--- config.mk ---
export PLATFORM = sky130hd
export DESIGN_NAME = mem_access_initiator
export DESIGN_NICKNAME = d
export VERILOG_FILES = /design/src/rtl/mem_access_initiator.sv
export SDC_FILE = /design/constraint.sdc
export NUM_CORES = 1
export LEC_CHECK = 0
export ABC_AREA = 0
export CORE_ASPECT_RATIO = 0.9
export CORE_MARGIN = 5
export CORE_UTILIZATION = 35
export CTS_CLUSTER_DIAMETER = 60
export CTS_CLUSTER_SIZE = 12
export DETAILED_ROUTE_END_ITERATION = 16
export MAX_ROUTING_LAYER = met4
export PLACE_DENSITY = 0.66
export SLEW_MARGIN = 0
export SYNTH_ARGS = -nofsm -noshare
export SYNTH_HDL_FRONTEND = slang
export SYNTH_SLANG_ARGS = --single-unit
--- constraint.sdc ---
create_clock -name clk -period 1.9 [get_ports clk]
set_clock_uncertainty 0.2 [all_clocks]
set_input_delay 0.285 -clock clk [delete_from_list [all_inputs] [get_ports clk]]
set_output_delay 0.285 -clock clk [all_outputs]
set_load 0.005 [all_outputs]
--- src/rtl/mem_access_initiator.sv ---
// mem_access_initiator: MEM-stage load/store initiator with byte RMW stores and range rejection
module mem_access_initiator #(
  parameter int ADDR_W = 16,
  parameter int MEM_BYTES = 128
) (
  input  logic              clk,
  input  logic              reset,
  input  logic              req_valid,
  output logic              req_ready,
  input  logic              req_wr,
  input  logic              req_byte,
  input  logic              req_signed,
  input  logic [ADDR_W-1:0] req_addr,
  input  logic [15:0]       req_wdata,
  output logic              resp_valid,
  output logic [15:0]       resp_rdata,
  output logic              resp_err,
  output logic              busy,
  output logic [ADDR_W-1:0] d_mem_addr,
  output logic              d_mem_opertn,
  output logic              wr_rd,
  output logic [7:0]        d_mem_wr_data_l,
  output logic [7:0]        d_mem_wr_data_h,
  input  logic [7:0]        d_mem_rd_data_l,
  input  logic [7:0]        d_mem_rd_data_h
);
  typedef enum logic [2:0] {IDLE, RD, WAIT, WR, RESP} state_t;
  state_t state, state_nx;
  logic wr_q, byte_q, signed_q, err_q, accept, range_err, mem_cyc;
  logic [ADDR_W-1:0] addr_q;
  logic [15:0] wdata_q;
  logic [7:0] cap_h;
  assign req_ready = state == IDLE;
  assign busy = !req_ready;
  assign accept = req_valid && req_ready;
  assign range_err = req_addr > ADDR_W'(MEM_BYTES - 2);
  assign resp_valid = state == RESP;
  assign resp_err = resp_valid && err_q;
  assign mem_cyc = state == RD || state == WR;
  assign d_mem_opertn = reset && mem_cyc;
  assign wr_rd = state == WR;
  assign d_mem_addr = mem_cyc ? addr_q : '0;
  assign d_mem_wr_data_l = wr_rd ? wdata_q[7:0] : 8'h00;
  // a byte store writes back the neighbouring byte captured during its read
  assign d_mem_wr_data_h = !wr_rd ? 8'h00 : byte_q ? cap_h : wdata_q[15:8];
  always_comb begin
    state_nx = state;
    unique case (state)
      IDLE: state_nx = !accept ? IDLE : range_err ? RESP : (req_wr && !req_byte) ? WR : RD;
      RD:   state_nx = WAIT;
      WAIT: state_nx = (wr_q && byte_q) ? WR : RESP;
      WR:   state_nx = RESP;
      RESP: state_nx = IDLE;
      default: state_nx = IDLE;
    endcase
  end
  always_ff @(posedge clk) begin
    if (!reset) begin
      state <= IDLE;
      wr_q <= 1'b0;
      byte_q <= 1'b0;
      signed_q <= 1'b0;
      err_q <= 1'b0;
      addr_q <= '0;
      wdata_q <= '0;
      cap_h <= '0;
      resp_rdata <= '0;
    end else begin
      state <= state_nx;
      if (accept) begin
        wr_q <= req_wr;
        byte_q <= req_byte;
        signed_q <= req_signed;
        err_q <= range_err;
        addr_q <= req_addr;
        wdata_q <= req_wdata;
      end
      if (state == WAIT) begin
        cap_h <= d_mem_rd_data_h;
        if (!wr_q)
          resp_rdata <= byte_q ? {{8{signed_q && d_mem_rd_data_l[7]}}, d_mem_rd_data_l}
                               : {d_mem_rd_data_h, d_mem_rd_data_l};
      end
    end
  end
endmodule

Word level (Yosys, flattened, before mapping)
Cells that the tools add are included.
- flip-flop bits (word level): 63
- input bits: 54
- word-level logic and storage cells: 36
- order comparisons: 1
- equality and inequality tests: 4
- multiplexer cells: 10
- bitwise logic cells: 1
- reductions and logical operators: 11
- operators with widths (kind ; count):
    $mux W16 ; 2
    $mux W8 ; 3
    $gt A16 B7 Y1 const B ; 1
    $pmux W3 S4 ; 1
    $mux W3 ; 3
    $eq A3 B2 Y1 const B ; 2
    $logic_and A1 B1 Y1 ; 6
    $eq A3 B1 Y1 const B ; 1
    $eq A3 B3 Y1 const B ; 1
    $logic_not A3 Y1 ; 1
    $logic_not A1 Y1 ; 2
    $mux W2 ; 1
    $reduce_and A2 Y1 ; 1
    $logic_or A1 B1 Y1 ; 1
    $not A1 Y1 ; 1

Logic depth before layout (Yosys ltp)
Gate-level depths: netlist (run 1).
- depth in word-level cells: 6
- depth in mapped cells: 6
- gate-level depth less buffers: 3

Least setup slack after synthesis (run 1)
No wires, ideal clock.
- path type: reg-to-reg
- from: reg state[0]
- to: reg resp_rdata[10]
- library setup time: 0.128 ns
- arrival: 1.351 ns
- data required time: 1.572 ns
- setup slack: 0.221 ns
- stages on the path, launching flop included: 6
- buffers on the path: 2
- clock period less this slack: 1.679 ns
- cell sequence: dfxtp_1 > buf_6 > or4b_4 > buf_6 > a31oi_4 > a21oi_1
- cells in the longest elaborated chain, start to end: 2
- RTL lines (item ; RTL line ; source):
    start, declared ; 28 ; state_t state, state_nx;
    start signal, assigned ; 69 ; state <= state_nx;
    $eq A3 B2 Y1 ; 78 ; if (state == WAIT) begin
    $reduce_and A2 Y1 (no source line) ; -- ;
    end signal, assigned ; 81 ; resp_rdata <= byte_q ? {{8{signed_q && d_mem_rd_data_l[7]}}, d_mem_rd_data_l}
    end, declared ; 16 ; output logic [15:0] resp_rdata,
Every way passes these cells.
A chain may end at the register's enable or synchronous reset.

Worst setup path after layout (run 1)
- from: reg state[0]
- to: out d_mem_wr_data_h[3]
- cells in the longest elaborated chain, start to end: 2
- RTL lines (item ; RTL line ; source):
    $eq A3 B2 Y1 ; 41 ; assign wr_rd = state == WR;
    $mux W8 ; 45 ; assign d_mem_wr_data_h = !wr_rd ? 8'h00 : byte_q ? cap_h : wdata_q[15:8];
    end, declared ; 23 ; output logic [7:0] d_mem_wr_data_h,
Every way passes these cells.

==> reports/qor.yml, run 1 <==
route:
  wire_per_inst_um: 14.18
  route.met2.wl_um: 3945
  m1WireLength_um: 3777
  vias: 2666
  drc: 0
  wirelength_um: 8155
  final_antenna_net_count: 0
  wl_met3_um: 305
  via_per_inst: 4.637
  drtPass1Iterations: 4
  top_layer_used: "met4"
  drtIter0Drc: 72
clock_tree:
  cts.sinks: 63
  cts-root-buf: "clkbuf_8"
  cts_buffers: 9
  clock_latency_ps: 320
  cts.clk_slew.worst_paths_ps: 70
  cts_tree: "built"
  clockBufferDepth: 2
  cts_htree_levels: 3
final_layout:
  nets: 525
  post_layout_nonfiller_instances: 575
  drive_gt1_share_pct: 27.31
  syn2layout_area_growth_pct: 57.16
  fillCellCount: 740
  fin_area_sq_um: 4534
  antennaDiodeCount: 0
power_and_ir_drop:
  peakVddDrop_mv: 0.4244
  power_density_nw_per_um2: 604.1
  power.leakage_nw: 1.838
  totalPowerFinal_mw: 2.739
synth:
  async_reset_ff_share_pct: 0
  synth_seq_cells: 63
  synth_xor_area_share_pct: 0
  synth_area_sq_um: 2885
  synth.area.top_cells: "dfxtp_1 44%, nand2_1 11%, a21boi_1 7.8%"
  synth_warnings: 0
  syn_nets: 389
  yosys.area.top_type: "dfxtp_1"
  synth-edff-count: 0
  synthAdderAreaFrac_pct: 0
  syn_inst: 335
  avgSynthCellArea_sq_um: 8.613
  yosysUniqueCellTypes: 36
  synth.most_common_cell: "nand2_1"
  synthTopCellsByCount: "87 x nand2_1, 63 x dfxtp_1, 30 x a21boi_1"
  synth-seq-area-share_pct: 43.71
  synth_flop_cell: "dfxtp_1"
  synth_top_family_by_area: "simple AND/OR/NAND/NOR gates"
  synth_top_area_share_pct: 43.71
  synthMuxAreaShare_pct: 5.551
  synth_compound_area_share_pct: 17.09
  synthSimpleGateAreaFrac_pct: 27.67
critical_path:
  r2r_cells: 8
  crit_cells: 7
  start_kind: "register"
  end_kind: "output port"
  path_buf_inv: 4
  critPathMaxStageDelay_ps: 360
  slowest_stage: "dfxtp_4"
  path_cells: "nor2b_4 -> buf_4 -> buf_6 -> nand2_4 -> buf_6 -> nor2_1 -> buf_2"
  r2r_start: "state[0]$_SDFF_PN0_"
  setup.worst_path.class: "reg -> out"
  rrSetupSlack_ps: 80
  crit_top_cell: "buf_6"
  crit_family: "buffers and inverters"
  worstPathArrival_ps: 1460
  r2r_end: "wdata_q[15]$_SDFFE_PN0P_"
  crit_end: "d_mem_wr_data_h[3]"
  cp_data_required_time_ps: 1410
  cp-startpoint: "state[0]$_SDFF_PN0_"
  critPathMaxFanout: 5
timing:
  hold_slack_ps: 249.3
  period_share_pct: 102.5
  setup_viol_count_final: 15
  worst_pin_slew_ps: 281.8
  relSlewSlack_pct: 81.15
  hold_violations: 0
  fin_crit_ps: 1948
  max_freq_mhz: 513.4
  grt_setup_unrepaired: "yes"
  final.setup.worst_slack_ps: -47.79
  slew_violations: 0
global_route:
  grt_use_total_pct: 16.89
  grt_antenna_before_repair: 0
  grt-ovfl-total: 0
  grt_pass1_vias: 2774
  grt_max_degree: 25
  grt_pass1_wl_um: 13270
floorplan:
  start_util_pct: 35.94
  fp.coreArea_sq_um: 8029
  die_h_um: 96.14
  io_pins: 108
  num_rows: 31
  die_x_um: 105.7
  die_area_sq_um: 10160
job:
  maxCapViolCount: 0
place:
  place_area_sq_um: 4151
  dp_hpwl_um: 5802
  gp_congestion: 0.7884
  placed_cells: 540
  io_buffers: 107
status:
  status: "complete, but fails checks"
  violations: "setup timing"
hold_path:
  hold_class: "reg -> reg"
-- cells in the final DEF, fill, tap and decap left out, types with 2 or more instances in the layout --
| cell type | n |
|---|---|
| nand2_1 | 86 |
| clkdlybuf4s50_1 | 68 |
| dfxtp_1 | 59 |
| a21boi_1 | 31 |
| buf_6 | 26 |
| buf_2 | 23 |
| buf_4 | 23 |
| mux2i_1 | 16 |
| and2_1 | 15 |
| a21boi_0 | 12 |
| nor2b_1 | 10 |
| nor2_1 | 9 |
| nand2b_1 | 9 |
| clkbuf_8 | 9 |
| and3_4 | 8 |
| o21ai_0 | 8 |
| a21oi_2 | 5 |
| and2_4 | 4 |
| buf_12 | 4 |
| a21oi_1 | 3 |
| clkinv_2 | 3 |
| clkinvlp_4 | 3 |
| clkbuf_2 | 3 |
| or4b_4 | 2 |
| nor4b_4 | 2 |
| nand4_1 | 2 |
| nand3_1 | 2 |
| dfxtp_2 | 2 |
| dlygate4sd2_1 | 2 |
| clkdlybuf4s15_1 | 2 |
| dfxtp_4 | 2 |
-- routing by layer --
metal	vias to the layer above	GRT usage [%]
met5	-	-
met4	0	5.825
met3	9	3.756
met2	59	28.45
met1	1213	20.18
li1	1385	-
-- sequential cells by signal, summed over array words and instances, names as in the netlist --
name / count
wr_q: 1
addr_q: 16
signed_q: 1
wdata_q: 16
state: 3
err_q: 1
resp_rdata: 16
cap_h: 8
byte_q: 1
-- layout make-up --
| class | count | area, sq um | share of cell area, % |
|---|---|---|---|
| multi-input combinational | 244 | 1570 | 34.63 |
| timing repair buffer | 151 | 1394 | 30.74 |
| sequential | 63 | 1271 | 28.04 |
| clock buffer | 10 | 127.6 | 2.815 |
| tap | 99 | 123.9 | 2.732 |
| clock inverter | 6 | 37.54 | 0.8278 |
| inverter | 2 | 10.01 | 0.2208 |
-- how the worst min path moves through the flow --
| stage | endpoint | start | slack (ps) | cells past startpoint |
|---|---|---|---|---|
| after floorplan | addr_q[0]$_SDFFE_PN0P_ | req_addr[0] | 220 | 2 |
| after global placement | wdata_q[4]$_SDFFE_PN0P_ | wdata_q[4]$_SDFFE_PN0P_ | 240 | 2 |
| after detailed placement | wdata_q[4]$_SDFFE_PN0P_ | wdata_q[4]$_SDFFE_PN0P_ | 240 | 2 |
| after CTS | wdata_q[5]$_SDFFE_PN0P_ | reset | 250 | 3 |
| after global routing | wdata_q[10]$_SDFFE_PN0P_ | reset | 270 | 3 |
| final | addr_q[0]$_SDFFE_PN0P_ | addr_q[0]$_SDFFE_PN0P_ | 250 | 2 |
-- cell families after synthesis --
| kind of cell | after synthesis |
|---|---|
| AND/OR/NAND/NOR | 160 |
| multiplexers | 16 |
| buffers and inverters | 29 |
| AO/OA/AOI/OAI | 67 |
| flip-flops | 63 |
-- power by group --
part | leakage (nW) | internal (mW) | total (mW) | switching [mW]
sequential | 0.516 | 1.37 | 1.40 | 0.0267
clock | 0.0781 | 0.466 | 0.978 | 0.512
combinational | 1.24 | 0.217 | 0.366 | 0.148
total | 1.84 | 2.05 | 2.74 | 0.687
-- worst min-delay path, cell delays in order, from the launching register on --
cell	delay (ps)
dfxtp_1	310
nand2_1	50
a21boi_1	50
-- through the flow --
stage	util (%)	setup slack, ps	setup TNS, ps
6_report	56.47	-47.79	-339.7
5_1_grt	56.47	-126.7	-1822
4_1_cts	55.95	-200.0	-1779
3_5_place_dp	51.71	-95.27	-2947
3_3_place_gp	51.71	-50.39	-1107
2_1_floorplan	-	220.9	0
-- timing repair --
action / in CTS / in global routing
pin swaps: 17 / 2
buffers inserted: 15 / 6
endpoints found under the hold margin: 0 / 0
endpoints found under the setup margin: 44 / 57
gates cloned: 2 / 0
hold buffers: 0 / 0
resized for setup: 183 / 21
(Power assumes the default switching activity.)
==> run 2, diff against run 1 <==
Settings changed: CAP_MARGIN from default to 20.
==> results of run 2 <==
No change in the layout: final DEF, timing and power equal those of run 1.
==> run 3, diff against run 2 <==
Settings changed: SLEW_MARGIN 0 to default.
==> results of run 3 <==
No change in the layout: final DEF, timing and power equal those of run 1.
